## src/rtl/fir_front_loader_pkg.sv

```systemverilog
// Shared constants and load-state encoding for the FIR front loader.
// Imported by the sample FIFO and the loader top.
package fir_front_loader_pkg;

    localparam int CLK_DIV    = 20;
    localparam int NUM_BANK   = 4;
    localparam int NUM_TAP    = 10;
    localparam int COEFF_W    = 16;
    localparam int SAMPLE_W   = 3;
    localparam int FIFO_DEPTH = 4;

    localparam int CNT_W    = 5;
    localparam int BANK_W   = 2;
    localparam int TAP_W    = 4;
    localparam int ADDR_W   = BANK_W + TAP_W;
    localparam int FIFO_AW  = 2;
    localparam int FIFO_CW  = FIFO_AW + 1;

    typedef enum logic [1:0] {
        IDLE = 2'd0,
        LOAD = 2'd1,
        DONE = 2'd2,
        RUN  = 2'd3
    } loadState_t;

    // RAM address is the bank in the upper bits, tap index in the lower nibble.
    function automatic logic [ADDR_W-1:0] ramAddr(input logic [BANK_W-1:0] bank,
                                                  input logic [TAP_W-1:0]  tap);
        return {bank, tap};
    endfunction

endpackage

```

## src/rtl/fir_front_loader_sample_fifo.sv

```systemverilog
// Small synchronous sample FIFO; a pop on a full FIFO frees room for a
// same-cycle push. Overflow/underflow are sticky until reset.
module fir_sample_fifo
    import fir_front_loader_pkg::*;
(
    input  logic                clk,
    input  logic                rst,
    input  logic                push,
    input  logic [SAMPLE_W-1:0] pushData,
    input  logic                pop,
    output logic [SAMPLE_W-1:0] rdData,
    output logic                full,
    output logic                empty,
    output logic                overflow,
    output logic                underflow
);

    logic [SAMPLE_W-1:0] mem_r [FIFO_DEPTH];
    logic [FIFO_AW-1:0]  wrPtr_r;
    logic [FIFO_AW-1:0]  rdPtr_r;
    logic [FIFO_CW-1:0]  count_r;
    logic                overflow_r;
    logic                underflow_r;
    logic                doPush_s;
    logic                doPop_s;

    // Accept/serve decisions for this cycle.
    always_comb begin
        full     = (count_r == FIFO_CW'(FIFO_DEPTH));
        empty    = (count_r == {FIFO_CW{1'b0}});
        doPop_s  = pop & ~empty;
        doPush_s = push & (~full | pop);
        rdData   = mem_r[rdPtr_r];
    end

    // Storage array; contents need no reset because count gates every read.
    always_ff @(posedge clk) begin
        if (doPush_s) begin
            mem_r[wrPtr_r] <= pushData;
        end
    end

    // Pointers, occupancy and sticky error flags.
    always_ff @(posedge clk) begin
        if (rst) begin
            wrPtr_r     <= {FIFO_AW{1'b0}};
            rdPtr_r     <= {FIFO_AW{1'b0}};
            count_r     <= {FIFO_CW{1'b0}};
            overflow_r  <= 1'b0;
            underflow_r <= 1'b0;
        end else begin
            if (doPush_s) begin
                wrPtr_r <= wrPtr_r + FIFO_AW'(1);
            end
            if (doPop_s) begin
                rdPtr_r <= rdPtr_r + FIFO_AW'(1);
            end
            count_r <= count_r + FIFO_CW'(doPush_s) - FIFO_CW'(doPop_s);
            if (push & full & ~pop) begin
                overflow_r <= 1'b1;
            end
            if (pop & empty) begin
                underflow_r <= 1'b1;
            end
        end
    end

    assign overflow  = overflow_r;
    assign underflow = underflow_r;

endmodule

```

## src/rtl/fir_front_loader.sv

```systemverilog
// Upstream feeder for the FIR filter: 600 kHz strobe, sample buffering and
// the coefficient RAM programming sequence. Every output is a flop.
module fir_front_loader
    import fir_front_loader_pkg::*;
(
    input  logic                iClk12M,
    input  logic                iRsn,
    input  logic                iLoadStart,
    input  logic                iCoeffValid,
    input  logic [COEFF_W-1:0]  iCoeffData,
    output logic                oCoeffReady,
    input  logic                iSampleValid,
    input  logic [SAMPLE_W-1:0] iSampleIn,
    output logic                oEnSample600k,
    output logic [SAMPLE_W-1:0] oFirIn,
    output logic                oCoeffUpdateFlag,
    output logic                oMemRdFlag,
    output logic                oCsnRam,
    output logic                oWrnRam,
    output logic                oEnMAC,
    output logic [ADDR_W-1:0]   oAddrRam,
    output logic [COEFF_W-1:0]  oWtDtRam,
    output logic                oLoadDone,
    output logic                oOverflow,
    output logic                oUnderflow
);

    logic [CNT_W-1:0]    cnt_r;
    logic [CNT_W-1:0]    cntNxt_s;
    logic                strobe_r;
    logic                pop_s;
    logic [SAMPLE_W-1:0] firIn_r;
    logic [SAMPLE_W-1:0] fifoHead_s;
    logic                fifoFull_s;
    logic                fifoEmpty_s;

    loadState_t          state_r, stateNxt_s;
    logic [BANK_W-1:0]   bank_r, bankNxt_s;
    logic [TAP_W-1:0]    tap_r, tapNxt_s;
    logic                ready_r, readyNxt_s;
    logic                upd_r, updNxt_s;
    logic                memRd_r, memRdNxt_s;
    logic                enMac_r, enMacNxt_s;
    logic                csn_r, csnNxt_s;
    logic                wrn_r, wrnNxt_s;
    logic [ADDR_W-1:0]   addr_r, addrNxt_s;
    logic [COEFF_W-1:0]  data_r, dataNxt_s;
    logic                loadDone_r, loadDoneNxt_s;
    logic                beat_s;

    // Strobe counter wrap and pop timing (pop lands on the edge into the strobe).
    always_comb begin
        if (cnt_r == CNT_W'(CLK_DIV - 1)) begin
            cntNxt_s = {CNT_W{1'b0}};
        end else begin
            cntNxt_s = cnt_r + CNT_W'(1);
        end
        pop_s = (cnt_r == CNT_W'(CLK_DIV - 2));
    end

    // Strobe counter, registered strobe and filter input sample.
    always_ff @(posedge iClk12M) begin
        if (iRsn) begin
            cnt_r    <= {CNT_W{1'b0}};
            strobe_r <= 1'b0;
            firIn_r  <= {SAMPLE_W{1'b0}};
        end else begin
            cnt_r    <= cntNxt_s;
            strobe_r <= (cntNxt_s == CNT_W'(CLK_DIV - 1));
            if (pop_s) begin
                firIn_r <= fifoEmpty_s ? {SAMPLE_W{1'b0}} : fifoHead_s;
            end
        end
    end

    fir_sample_fifo uFifo (
        .clk       (iClk12M),
        .rst       (iRsn),
        .push      (iSampleValid),
        .pushData  (iSampleIn),
        .pop       (pop_s),
        .rdData    (fifoHead_s),
        .full      (fifoFull_s),
        .empty     (fifoEmpty_s),
        .overflow  (oOverflow),
        .underflow (oUnderflow)
    );

    assign beat_s = iCoeffValid & ready_r;

    // Load FSM: next state plus the next value of every registered RAM/handshake output.
    always_comb begin
        stateNxt_s    = state_r;
        bankNxt_s     = bank_r;
        tapNxt_s      = tap_r;
        readyNxt_s    = 1'b0;
        updNxt_s      = 1'b0;
        memRdNxt_s    = 1'b0;
        enMacNxt_s    = 1'b0;
        csnNxt_s      = 1'b1;
        wrnNxt_s      = 1'b1;
        addrNxt_s     = addr_r;
        dataNxt_s     = data_r;
        loadDoneNxt_s = 1'b0;
        case (state_r)
            IDLE: begin
                addrNxt_s = {ADDR_W{1'b0}};
                dataNxt_s = {COEFF_W{1'b0}};
                if (iLoadStart) begin
                    stateNxt_s = LOAD;
                    bankNxt_s  = {BANK_W{1'b0}};
                    tapNxt_s   = {TAP_W{1'b0}};
                    readyNxt_s = 1'b1;
                    updNxt_s   = 1'b1;
                end else begin
                    stateNxt_s = IDLE;
                end
            end
            LOAD: begin
                updNxt_s   = 1'b1;
                readyNxt_s = 1'b1;
                if (beat_s) begin
                    csnNxt_s  = 1'b0;
                    wrnNxt_s  = 1'b0;
                    addrNxt_s = ramAddr(bank_r, tap_r);
                    dataNxt_s = iCoeffData;
                    if (tap_r == TAP_W'(NUM_TAP - 1)) begin
                        tapNxt_s = {TAP_W{1'b0}};
                        if (bank_r == BANK_W'(NUM_BANK - 1)) begin
                            stateNxt_s    = DONE;
                            readyNxt_s    = 1'b0;
                            loadDoneNxt_s = 1'b1;
                        end else begin
                            bankNxt_s = bank_r + BANK_W'(1);
                        end
                    end else begin
                        tapNxt_s = tap_r + TAP_W'(1);
                    end
                end else begin
                    csnNxt_s = 1'b1;
                end
            end
            DONE: begin
                stateNxt_s = RUN;
                memRdNxt_s = 1'b1;
                enMacNxt_s = 1'b1;
                csnNxt_s   = 1'b0;
                addrNxt_s  = {ADDR_W{1'b0}};
            end
            RUN: begin
                if (iLoadStart) begin
                    stateNxt_s = LOAD;
                    bankNxt_s  = {BANK_W{1'b0}};
                    tapNxt_s   = {TAP_W{1'b0}};
                    readyNxt_s = 1'b1;
                    updNxt_s   = 1'b1;
                end else begin
                    memRdNxt_s = 1'b1;
                    enMacNxt_s = 1'b1;
                    csnNxt_s   = 1'b0;
                    addrNxt_s  = {ADDR_W{1'b0}};
                end
            end
            default: begin
                stateNxt_s = IDLE;
            end
        endcase
    end

    // Load FSM state and registered outputs.
    always_ff @(posedge iClk12M) begin
        if (iRsn) begin
            state_r    <= IDLE;
            bank_r     <= {BANK_W{1'b0}};
            tap_r      <= {TAP_W{1'b0}};
            ready_r    <= 1'b0;
            upd_r      <= 1'b0;
            memRd_r    <= 1'b0;
            enMac_r    <= 1'b0;
            csn_r      <= 1'b1;
            wrn_r      <= 1'b1;
            addr_r     <= {ADDR_W{1'b0}};
            data_r     <= {COEFF_W{1'b0}};
            loadDone_r <= 1'b0;
        end else begin
            state_r    <= stateNxt_s;
            bank_r     <= bankNxt_s;
            tap_r      <= tapNxt_s;
            ready_r    <= readyNxt_s;
            upd_r      <= updNxt_s;
            memRd_r    <= memRdNxt_s;
            enMac_r    <= enMacNxt_s;
            csn_r      <= csnNxt_s;
            wrn_r      <= wrnNxt_s;
            addr_r     <= addrNxt_s;
            data_r     <= dataNxt_s;
            loadDone_r <= loadDoneNxt_s;
        end
    end

    assign oEnSample600k    = strobe_r;
    assign oFirIn           = firIn_r;
    assign oCoeffReady      = ready_r;
    assign oCoeffUpdateFlag = upd_r;
    assign oMemRdFlag       = memRd_r;
    assign oEnMAC           = enMac_r;
    assign oCsnRam          = csn_r;
    assign oWrnRam          = wrn_r;
    assign oAddrRam         = addr_r;
    assign oWtDtRam         = data_r;
    assign oLoadDone        = loadDone_r;

endmodule

```

## config.mk

```make
export PLATFORM = sky130hd
export DESIGN_NAME = fir_front_loader
export DESIGN_NICKNAME = d
export VERILOG_FILES = /design/src/rtl/fir_front_loader_pkg.sv /design/src/rtl/fir_front_loader_sample_fifo.sv /design/src/rtl/fir_front_loader.sv
export SDC_FILE = /design/constraint.sdc
export NUM_CORES = 1
export LEC_CHECK = 0
export ABC_AREA = 1
export CAP_MARGIN = 0
export CORE_MARGIN = 8
export CORE_UTILIZATION = 45
export DETAILED_ROUTE_END_ITERATION = 10
export PLACE_DENSITY = 0.71
export SLEW_MARGIN = 30
export SYNTH_ARGS = -nofsm -noshare
export SYNTH_HDL_FRONTEND = slang
export SYNTH_SLANG_ARGS = --single-unit
```

## constraint.sdc

```tcl
create_clock -name iClk12M -period 2.8 [get_ports iClk12M]
set_input_delay 0.28 -clock iClk12M [delete_from_list [all_inputs] [get_ports iClk12M]]
set_output_delay 0.28 -clock iClk12M [all_outputs]
set_load 0.05 [all_outputs]
```

# [Word level (Yosys, flattened, before mapping)]
# Memory sizes are Yosys's and may differ from the RTL's. A register that Yosys moved wholly into a read port is not among the register bits.
# Index checks and enable logic that the tools add are counted.
# W data, S select, Z words.
[totals] reg_bits=54 ramBits=12 in_bits=24 out_inout_bits=35 wordCells=106 mem_count=1
[memory_table] memory="uFifo.mem_r" words=4 word_bits=3 read_ports=1 rd_clocked_by_memory_dff=1 write_ports=1 line="fir_front_loader_sample_fifo.sv:18" text="logic [SAMPLE_W-1:0] mem_r [FIFO_DEPTH];"
[classes] n_addsub=7 n_eq_ne=16 n_mux=37 bitwise=13 n_reduce_logical=13
[ops] operator="$pmux W16 S2" n=1
[ops] operator="$mux W2" n=10
[ops] operator="$pmux W6 S3" n=1
[ops] operator="$mux W16" n=1
[ops] operator="$eq A5 B5 Y1 const B" n=3
[ops] operator="$mux W4" n=3
[ops] operator="$mux W6" n=2
[ops] operator="$ne A2 B2 Y1 const B" n=6
[ops] operator="$mux W1" n=10
[ops] operator="$pmux W2 S4" n=1
[ops] operator="$pmux W4 S2" n=1
[ops] operator="$add A2 B1 Y2 const B" n=3
[ops] operator="$and A1 B1 Y1" n=6
[ops] operator="$eq A2 B2 Y1 const B" n=3
[ops] operator="$not A1 Y1" n=6
[ops] operator="$pmux W1 S2" n=3
[ops] operator="$reduce_or A2 Y1" n=3
[ops] operator="$add A5 B1 Y5 const B" n=1
[ops] operator="$mux W5" n=1
[ops] operator="$reduce_and A5 Y1" n=1
[ops] operator="$add A4 B1 Y4 const B" n=1
[ops] operator="$eq A4 B4 Y1 const B" n=1
[ops] operator="$pmux W2 S2" n=1
[ops] operator="$reduce_and A2 Y1" n=2
[ops] operator="other kinds (14)" n=15

# [Depth between registers and ports, before layout]
# Gate-level depths: netlist of run 1.
[logic_depth] depth_word=6 mapped_depth=12 mapped_depth_nobuf=12

# [Hierarchy]
# A second synthesis of run 1 with hierarchy kept.
[hier_totals] cells_unflattened=365 area_unflattened_um2=3020.4
[modules_own_cells] module="fir_front_loader" instances=1 cells_per_inst=257 area_per_inst_um2=2000.7 seq_area_each_um2=900.9
[modules_own_cells] module="fir_sample_fifo" instances=1 cells_per_inst=108 area_per_inst_um2=1019.7 seq_area_each_um2=580.6

# [Worst setup path after synthesis of run 1]
# No wires, ideal clock.
[synth_path] path_type="register to register" from="register cnt_r[0]" to="register uFifo.count_r[2]" setup_ns=0.121 t_arrival_ns=2.060 path_slack_ns=0.619 path_stages_with_launch=13 path_buffers=0 synth_period_minus_slack_ns=2.181 path_cell_list="dfxtp_1 -> inv_1 -> ha_1 -> nand3_4 -> nor2_4 -> ha_1 -> inv_1 -> ha_1 -> inv_1 -> fa_1 -> xnor2_1 -> o21ai_0 -> a21oi_1"
[synth_via] word_cells_on_any_way=6 classes_between="add/sub: 2; eq/ne: 1; bitwise: 3"
[synth_rtl] item="from (decl)" line="fir_front_loader.sv:28" text="logic [CNT_W-1:0] cnt_r;"
[synth_rtl] item="from (signal assigned)" line="fir_front_loader.sv:64" text="cnt_r <= {CNT_W{1'b0}};"
[synth_rtl] item="from (signal assigned)" line="fir_front_loader.sv:68" text="cnt_r <= cntNxt_s;"
[synth_rtl] item="$eq A5 B5 Y1" line="fir_front_loader.sv:58" text="pop_s = (cnt_r == CNT_W'(CLK_DIV - 2));"
[synth_rtl] item="$and A1 B1 Y1" line="fir_front_loader_sample_fifo.sv:31" text="doPop_s = pop & ~empty;"
[synth_rtl] item="net uFifo.doPop_s" line="fir_front_loader_sample_fifo.sv:25" text="logic doPop_s;"
[synth_rtl] item="$sub A3 B1 Y3" line="fir_front_loader_sample_fifo.sv:58" text="count_r <= count_r + FIFO_CW'(doPush_s) - FIFO_CW'(doPop_s);"
[synth_rtl] item="to (signal assigned)" line="fir_front_loader_sample_fifo.sv:48" text="count_r <= {FIFO_CW{1'b0}};"
[synth_rtl] item="to (signal assigned)" line="fir_front_loader_sample_fifo.sv:58"
[synth_rtl] item="to (decl)" line="fir_front_loader_sample_fifo.sv:21" text="logic [FIFO_CW-1:0] count_r;"
# The timed path passes the listed nets, and every way through them passes these cells.
# A chain may end at the register's enable or synchronous reset.

# [Final worst setup path of run 1]
# Ends and elaborated chain as after synthesis.

==> out/results.ini, run 1 <==
[setup_path]
r2r-start=cnt_r[0]$_SDFF_PP0_
r2r_end=uFifo.count_r[2]$_SDFF_PP0_
worstPathRequired_ps=3070
critPathMaxFanout=8
critical_path_class=reg -> reg
cp-end-kind=flip-flop
r2r_cells=12
startpoint_type=flip-flop
rrSetupSlack_ps=400
worstPathArrival_ps=2670

[die]
die_area_mm2=0.009556
die_h_um=97.76
start_util=0.4683
rows=29
ios=59
die-width_um=97.76
core-area_mm2=0.006422

[clocking]
cts_sinks=68
postCtsHoldBufs=0
post_cts_resized=0
clock_latency_ps=350
clockBufferDepth=2
root_buffer=clkbuf_8
clk_pin_slew_ps=70
cts_setup_buffers=0
cts-buffers-inserted=9
htree_levels=3
cts_tree=yes

[sta]
rsz0062_at_grt=no
finalSetupViolCount=0
max_freq_ghz=0.4168
worstMarginPinSlew_ps=647.2
skew_ps=9.457
period_needed_ps=2399
hold_violations=0
finalSetupTns_ps=0
slew_violations=0
min_period_over_period=0.8568
slew_headroom=0.5684

[layout]
register_area_mm2=0.001481
final_nets=471
syn_to_final_growth_pct=27.50
n_fill_cell=574
layout-drive-gt1-share=0.08065
multi_input_comb_area_mm2=0.001257
fin_area_mm2=0.003835
diodes=0

[place]
dpl_cell_area_mm2=0.003641
port_buffers=58
place_congestion=0.8636
post-dp-hpwl_mm=4.837

[route]
met3_length_um=247
drc=0
routed.top_layer=met4
drt_wl_total_mm=6.497
wl_met1_mm=3.061
drtPass1Iterations=4
dr_wl_met2_mm=3.068
drt-initial-drc-count=57
wire_per_inst_um=12.71
vias=2481
viasPerCell=4.855
ant_nets=0

[global_route]
grt_overflow_total=0
grt_max_degree=22
track_usage=0.1376
grt_pass1_vias=2400
grt_first_pass_wirelength_mm=10.82
antenna_found_initial=0

[worst_hold_path]
hold_class=reg -> reg
min_to=uFifo.underflow$_SDFFE_PP0P_
min_from=uFifo.underflow$_SDFFE_PP0P_
whs_path_depth=2

[yosys]
ys_ff_latch=68
yosys.cell_types.count=31
synth_seq_area_share=0.4925
yosysWarnings=0
syn-mean-instance-area_um2=8.174
synth_nets=410
syn_area_mm2=0.003008
syn_inst=368

[flow_run]
drv_cap=0

[pwr]
leakage_nw=1.644
power_density_mw_per_mm2=711.1
ir_drop_v=0.0005014

[outcome]
status=complete, no violations

==> critical path, cell delays in order (launching register included) <==
cell	delay, ps
dfxtp_1	330
inv_1	60
ha_1	240
nand3_4	140
nor2_4	210
ha_1	250
inv_1	60
ha_1	130
inv_1	50
fa_1	410
xnor2_1	210
o21ai_0	110
a21oi_1	130
==> cell usage in the layout, fill, tap and decap left out, types with 10 or more instances in the layout <==
master,netlist,layout
clkbuf_8,0,10
dfxtp_1,56,56
ha_1,17,17
a21oi_1,11,11
nor2_1,48,48
inv_1,51,51
nand3_1,42,42
o21ai_1,12,12
clkdlybuf4s50_1,0,58
edfxtp_1,12,12
nand2_1,67,67
==> routing by layer <==
| layer | vias up | global-route usage |
|---|---|---|
| met5 | - | 0 |
| met3 | 13 | 0.04329 |
| met4 | 0 | 0.05635 |
| met1 | 1136 | 0.1619 |
| li1 | 1292 | - |
| met2 | 40 | 0.2272 |
==> worst max-delay path by stage <==
stage	from	endpoint	cells after the start
2_1_floorplan	cnt_r[0]$_SDFF_PP0_	uFifo.count_r[2]$_SDFF_PP0_	12
3_3_place_gp	cnt_r[0]$_SDFF_PP0_	uFifo.count_r[2]$_SDFF_PP0_	12
3_5_place_dp	cnt_r[0]$_SDFF_PP0_	uFifo.count_r[2]$_SDFF_PP0_	12
4_1_cts	cnt_r[0]$_SDFF_PP0_	uFifo.count_r[2]$_SDFF_PP0_	12
5_1_grt	cnt_r[0]$_SDFF_PP0_	uFifo.count_r[2]$_SDFF_PP0_	12
6_report	cnt_r[0]$_SDFF_PP0_	uFifo.count_r[2]$_SDFF_PP0_	12
==> flip-flops by register name (all words and copies together) (netlist names), 2 cells and up, named ones only <==
signal	cells
uFifo.mem_r	12
uFifo.wrPtr_r	2
state_r	2
tap_r	4
cnt_r	5
oFirIn	3
uFifo.count_r	3
oAddrRam	6
bank_r	2
oWtDtRam	16
uFifo.rdPtr_r	2
==> layout make-up <==
class | instances | share of cell area
sequential | 68 | 0.3863
multi-input combinational | 234 | 0.3279
timing repair buffer | 60 | 0.1553
inverter | 56 | 0.05481
clock buffer | 11 | 0.03687
tap | 77 | 0.02512
clock inverter | 5 | 0.01370
==> cells in the mapped netlist (all sizes together) <==
| library cell | n | share of area |
|---|---|---|
| nand4 | 4 | 0.010 |
| a31oi | 1 | 0.0021 |
| xor2 | 2 | 0.0058 |
| clkbuf | 1 | 0.0012 |
| nor2 | 52 | 0.073 |
| edfxtp | 12 | 0.12 |
| nor4 | 1 | 0.0021 |
| buf | 9 | 0.018 |
| o21ai | 23 | 0.041 |
| ha | 17 | 0.071 |
| xnor2 | 2 | 0.0058 |
| nand3b | 1 | 0.0025 |
| nor3 | 3 | 0.0050 |
| fa | 1 | 0.0067 |
| inv | 56 | 0.070 |
| a21oi | 12 | 0.021 |
| nand2 | 71 | 0.094 |
| nand3 | 43 | 0.076 |
| a21boi | 1 | 0.0025 |
| dfxtp | 56 | 0.37 |
==> power breakdown <==
part	internal [mW]	switching, mW
Clock	0.431	0.371
Combinational	0.257	0.519
Sequential	1.08	0.0664
Total	1.77	0.956
==> stage by stage <==
step                setup WS, ps  hold slack (ps)  total power [mW]  utilization  instances
floorplan                  619.1            349.1             1.740            -        368
global placement           536.3            438.0             1.937       0.5669        495
detailed placement         445.5            440.2             1.944       0.5669        495
CTS                        408.6            450.9             2.743       0.5971        511
global route               161.3            492.9             2.890       0.5971        511
finish                     400.9            448.0             2.727       0.5971        511
==> cell families (layout without fill, tap and decap cells) <==
family	after synthesis	in the layout	share of synthesized area
flip-flops	68	68	0.4925
XOR/XNOR	4	4	0.01165
AO/OA/AOI/OAI	37	37	0.06656
AND/OR/NAND/NOR	175	175	0.2625
adder cells (fa/ha/maj)	18	18	0.07737
buffers and inverters	66	132	0.08943
Power figures use the tool's default switching activity.
==> run 2, diff against run 1 <==
--- a/config.mk
+++ b/config.mk
@@ -7,7 +7,7 @@
 export LEC_CHECK = 0
 export ABC_AREA = 1
 export CAP_MARGIN = 0
-export CORE_MARGIN = 8
+export CORE_MARGIN = 4
 export CORE_UTILIZATION = 45
 export DETAILED_ROUTE_END_ITERATION = 10
 export PLACE_DENSITY = 0.71
==> out/results.ini, run 2 (synthesized netlist as in run 1, its figures left out) <==
[flow_run]
drv_cap=0  ; unchanged

[place]
place_ws_ps=460.1  ; +14.66 ps
post-dp-hpwl_mm=4.630  ; -4.3%
dpl_cell_area_mm2=0.003641  ; unchanged
place_congestion=0.8704  ; +0.79%
port_buffers=58  ; unchanged

[layout]
fin_util=0.6018  ; +0.004675
final_nets=471  ; unchanged
n_fill_cell=574  ; unchanged
most-common-layout-cells=nand2_1, clkdlybuf4s50_1, dfxtp_1
largest_reg_flops=16  ; unchanged
layout-drive-gt1-share=0.08295  ; +0.002304
diodes=0  ; unchanged
fin_area_mm2=0.003865  ; +0.78%
syn_to_final_growth_pct=28.49
multi_input_comb_area_mm2=0.001257  ; unchanged
register_area_mm2=0.001481  ; unchanged
layout_commonest_cell=nand2_1

[route]
wire_per_inst_um=12.30  ; -3.3%
drtPass1Iterations=4  ; unchanged
drt-initial-drc-count=81  ; +42%
viasPerCell=4.898  ; +0.89%
ant_nets=0  ; unchanged
vias=2503  ; +0.89%
drt_wl_total_mm=6.283  ; -3.3%
drc=0  ; unchanged

[setup_path]
cp-end-kind=flip-flop
critPathMaxFanout=8  ; unchanged
worstPathRequired_ps=3070  ; about the same
worstPathArrival_ps=2610  ; -60 ps
critical_path_class=reg -> reg
startpoint_type=flip-flop

[die]
rows=29  ; unchanged
core-area_mm2=0.006422  ; unchanged
die_h_um=89.76  ; -8.2%
die-width_um=89.76  ; -8.2%
ios=59  ; unchanged
start_util=0.4683  ; unchanged
die_area_mm2=0.008056  ; -16%

[sta]
worst_hold_slack_ps=448.9  ; +0.8910 ps
min_period_over_period=0.8374  ; -0.01941
finalSetupViolCount=0  ; unchanged
rsz0062_at_grt=no
hold_violations=0  ; unchanged
max_freq_ghz=0.4265  ; +2.3%
worst_slack_ps=455.2  ; +54.35 ps
skew_ps=6.684  ; -2.773 ps
slew_violations=0  ; unchanged
period_needed_ps=2345  ; -54.35 ps
finalSetupTns_ps=0  ; unchanged
worstMarginPinSlew_ps=644.5  ; -2.733 ps
slew_headroom=0.5703  ; +0.001822

[global_route]
antenna_found_initial=0  ; unchanged
grt_overflow_total=0  ; unchanged
grt_first_pass_wirelength_mm=10.80  ; -0.19%
grt_pass1_vias=2365  ; -1.5%
track_usage=0.1636  ; +0.02608
grt_max_degree=22  ; unchanged

[clocking]
clk_pin_slew_ps=70  ; about the same
cts_tree=yes
cts-buffers-inserted=9  ; unchanged
post_cts_resized=0  ; unchanged
cts_setup_buffers=0  ; unchanged
htree_levels=3  ; unchanged
postCtsHoldBufs=0  ; unchanged
clockBufferDepth=2  ; unchanged
root_buffer=clkbuf_8
cts_sinks=68  ; unchanged
clock_latency_ps=330  ; -20 ps

[worst_hold_path]
hold_class=reg -> reg

[pwr]
leakage_nw=1.658  ; +0.83%
ir_drop_v=0.0005858  ; +17%
power_density_mw_per_mm2=728.8  ; +2.5%

[outcome]
status=complete, no violations

run 2: worst paths after layout:
kind                                      from                      endpoint  slack, ps  cells after the start
setup / recovery           cnt_r[0]$_SDFF_PP0_   uFifo.count_r[2]$_SDFF_PP0_        460                     12
hold / removal    uFifo.underflow$_SDFFE_PP0P_  uFifo.underflow$_SDFFE_PP0P_        450                      2
setup reg to reg           cnt_r[0]$_SDFF_PP0_   uFifo.count_r[2]$_SDFF_PP0_        460                     12
hold reg to reg   uFifo.underflow$_SDFFE_PP0P_  uFifo.underflow$_SDFFE_PP0P_        450                      2
run 2: final cells by class:
cell class | count | area share
flip-flops and latches | 68 | 0.3833
multi-input cells | 234 | 0.3253
repair buffers | 60 | 0.1541
inverters | 56 | 0.05439
clock buffers | 10 | 0.03561
well taps | 77 | 0.02493
clock inverters | 6 | 0.02234
run 2: power breakdown:
group          internal, mW  switching [mW]
Combinational         0.257           0.525
Clock                 0.525           0.358
Sequential             1.08          0.0691
Total                  1.87           0.952
run 2: routing by layer:
| layer | part of all wire | track usage | up-vias |
|---|---|---|---|
| met3 | 0.035 | 0.04424 | 11 |
| met1 | 0.44 | 0.1922 | 1162 |
| li1 | - | - | 1289 |
| met4 | 0.014 | 0.05875 | 0 |
| met5 | 0 | 0 | - |
| met2 | 0.51 | 0.2870 | 41 |
run 2: worst max-delay path: stages, from the launching register on:
cell	delay, ps
dfxtp_1	340
inv_1	60
ha_1	220
nand3_4	140
nor2_4	210
ha_1	260
inv_1	60
ha_1	140
inv_1	50
fa_1	400
xnor2_1	180
o21ai_0	100
a21oi_1	130
run 2: metrics by stage:
step | total power [mW] | cells
6_report | 2.817 | 511
5_1_grt | 2.992 | 511
4_1_cts | 2.851 | 511
3_5_place_dp | 1.947 | 495
3_3_place_gp | 1.932 | 495
2_1_floorplan | 1.740 | 368
==> run 3, diff against run 2 <==
==> constraint.sdc (replaced) <==
create_clock -name iClk12M -period 2.4 [get_ports iClk12M]
set_input_delay 0.24 -clock iClk12M [delete_from_list [all_inputs] [get_ports iClk12M]]
set_output_delay 0.24 -clock iClk12M [all_outputs]
set_load 0.05 [all_outputs]
==> out/results.ini, run 3 (synthesized netlist as in run 1, its figures left out) <==
[outcome]
status=complete, no violations

[pwr]
power_density_mw_per_mm2=864.6  ; +19%
sw_frac_of_total=0.3330  ; -0.004941
p_clk_frac=0.329  ; +0.015
combPwrFrac=0.272  ; -0.005
leakage_nw=1.674  ; +0.98%
switchingPower_mw=1.126  ; +18%
seqPwrFrac=0.398  ; -0.011
ir_drop_v=0.0007224  ; +23%
p_int_mw=2.255  ; +21%

[place]
post-dp-hpwl_mm=4.724  ; +2.0%
dp.cells=496  ; +0.20%
place_congestion=0.8660  ; -0.51%
port_buffers=58  ; unchanged

[sta]
slew_violations=0  ; unchanged
slew_headroom=0.5568  ; -0.01350
rsz0062_at_grt=no
max_freq_ghz=0.4477  ; +5.0%
min_period_over_period=0.9306  ; +0.09316
skew_ps=8.663  ; +1.979 ps
finalSetupTns_ps=0  ; unchanged
finalSetupViolCount=0  ; unchanged
period_needed_ps=2233  ; -111.4 ps
hold_violations=0  ; unchanged
worstMarginPinSlew_ps=664.8  ; +20.25 ps

[route]
drc=0  ; unchanged
drtPass1Iterations=4  ; unchanged
ant_nets=0  ; unchanged
drt_wl_total_mm=6.465  ; +2.9%
viasPerCell=4.836  ; -1.3%
drt-initial-drc-count=76  ; -6.2%
wire_per_inst_um=12.60  ; +2.5%
vias=2481  ; -0.88%

[die]
die_h_um=89.76  ; unchanged
ios=59  ; unchanged
die_area_mm2=0.008056  ; unchanged
core-area_mm2=0.006422  ; unchanged
rows=29  ; unchanged
start_util=0.4683  ; unchanged
die-width_um=89.76  ; unchanged

[global_route]
track_usage=0.1677  ; +0.004061
grt_overflow_total=0  ; unchanged
grt_first_pass_wirelength_mm=11.18  ; +3.5%
grt_max_degree=23  ; +4.5%
grt_pass1_vias=2492  ; +5.4%
antenna_found_initial=0  ; unchanged

[setup_path]
cpMostUsedCell=inv_1
max_stage_delay_ps=430  ; +30 ps
critical_path_class=reg -> reg
worstPathRequired_ps=2630  ; -440 ps
cp_num_buf_inv=3  ; unchanged
startpoint_type=flip-flop
crit_chain=inv_1, ha_2, nand3_4, nor2_4, ha_1, inv_1, ha_1, inv_1, fa_1, xnor2_2, o21ai_1, a21oi_1
cp-end-kind=flip-flop
worstPathArrival_ps=2460  ; -150 ps
cp_top_family=adder cells
critPathMaxFanout=4  ; -4
cp_slowest_cell=fa_1

[layout]
layout-drive-gt1-share=0.09174  ; +0.008794
final_nets=473  ; +0.42%
register_area_mm2=0.001481  ; unchanged
largest_reg_flops=16  ; unchanged
layoutNonFillerInstCount=513  ; +0.39%
layout_commonest_cell=nand2_1
n_fill_cell=543  ; -5.4%
syn_to_final_growth_pct=29.99
diodes=0  ; unchanged
multi_input_comb_area_mm2=0.001272  ; +1.2%
most-common-layout-cells=nand2_1, clkdlybuf4s50_1, dfxtp_1
fin_util=0.6088  ; +0.007014

[clocking]
cts_sinks=68  ; unchanged
clockBufferDepth=2  ; unchanged
root_buffer=clkbuf_8
clk_pin_slew_ps=70  ; about the same
postCtsHoldBufs=0  ; unchanged
clock_latency_ps=340  ; about the same
cts-buffers-inserted=9  ; unchanged
cts_tree=yes
htree_levels=3  ; unchanged

[worst_hold_path]
hold_class=reg -> reg

[flow_run]
drv_cap=0  ; unchanged

## run 3: layer usage
| layer | wire length [µm] | vias up | GRT usage | share of wire |
|---|---|---|---|---|
| li1 | - | 1292 | - | - |
| met1 | 2892 | 1131 | 0.2048 | 0.45 |
| met2 | 3222 | 49 | 0.2857 | 0.50 |
| met3 | 267 | 9 | 0.04508 | 0.041 |
| met4 | 82 | 0 | 0.05875 | 0.013 |
| met5 | 0 | - | 0 | 0 |
## run 3: layout make-up
class / count / area share
inverters: 56 / 0.05376
repair buffers: 62 / 0.1562
clock inverters: 7 / 0.02944
clock buffers: 9 / 0.03168
well taps: 77 / 0.02464
multi-input cells: 234 / 0.3254
flip-flops and latches: 68 / 0.3789
## run 3: final timing paths
check                                from                      endpoint  slack [ps]  cells after the start
min          uFifo.underflow$_SDFFE_PP0P_  uFifo.underflow$_SDFFE_PP0P_         450                      2
min reg2reg  uFifo.underflow$_SDFFE_PP0P_  uFifo.underflow$_SDFFE_PP0P_         450                      2
max                   cnt_r[0]$_SDFF_PP0_   uFifo.count_r[2]$_SDFF_PP0_         170                     12
max reg2reg           cnt_r[0]$_SDFF_PP0_   uFifo.count_r[2]$_SDFF_PP0_         170                     12
## run 3: timing repair
| action | in CTS | in global routing |
|---|---|---|
| buffers inserted | 0 | 1 |
| resized for setup | 0 | 4 |
| endpoints found under the setup margin | 0 | 1 |
## run 3: worst register-to-register path, delay by kind of cell (launching register included)
family	cells	cell delay, ps
fa+ha+maj	4	1080
flops	1	370
compound gates	2	210
buf+inv	3	180
xor+xnor	1	160
simple gates	2	140
## run 3: per-stage QoR
stage / area (µm²) / hold slack (ps) / setup WS [ps] / power [mW]
floorplan: 3008 / 309.1 / 219.1 / 2.029
global placement: 3649 / 437.7 / 187.7 / 2.255
detailed placement: 3649 / 439.3 / 29.56 / 2.276
CTS: 3887 / 436.4 / 19.42 / 3.405
global route: 3910 / 449.1 / 34.40 / 3.592
finish: 3910 / 448.2 / 166.6 / 3.381
## run 3: power groups by stage
stage                     logic, mW  registers [mW]  clock network (mW)
after floorplan               0.540            1.49                   0
after global placement        0.892            1.36                   0
after detailed placement      0.908            1.37                   0
after CTS                     0.918            1.34                1.14
after global routing           1.03            1.36                1.20
final                         0.920            1.35                1.11
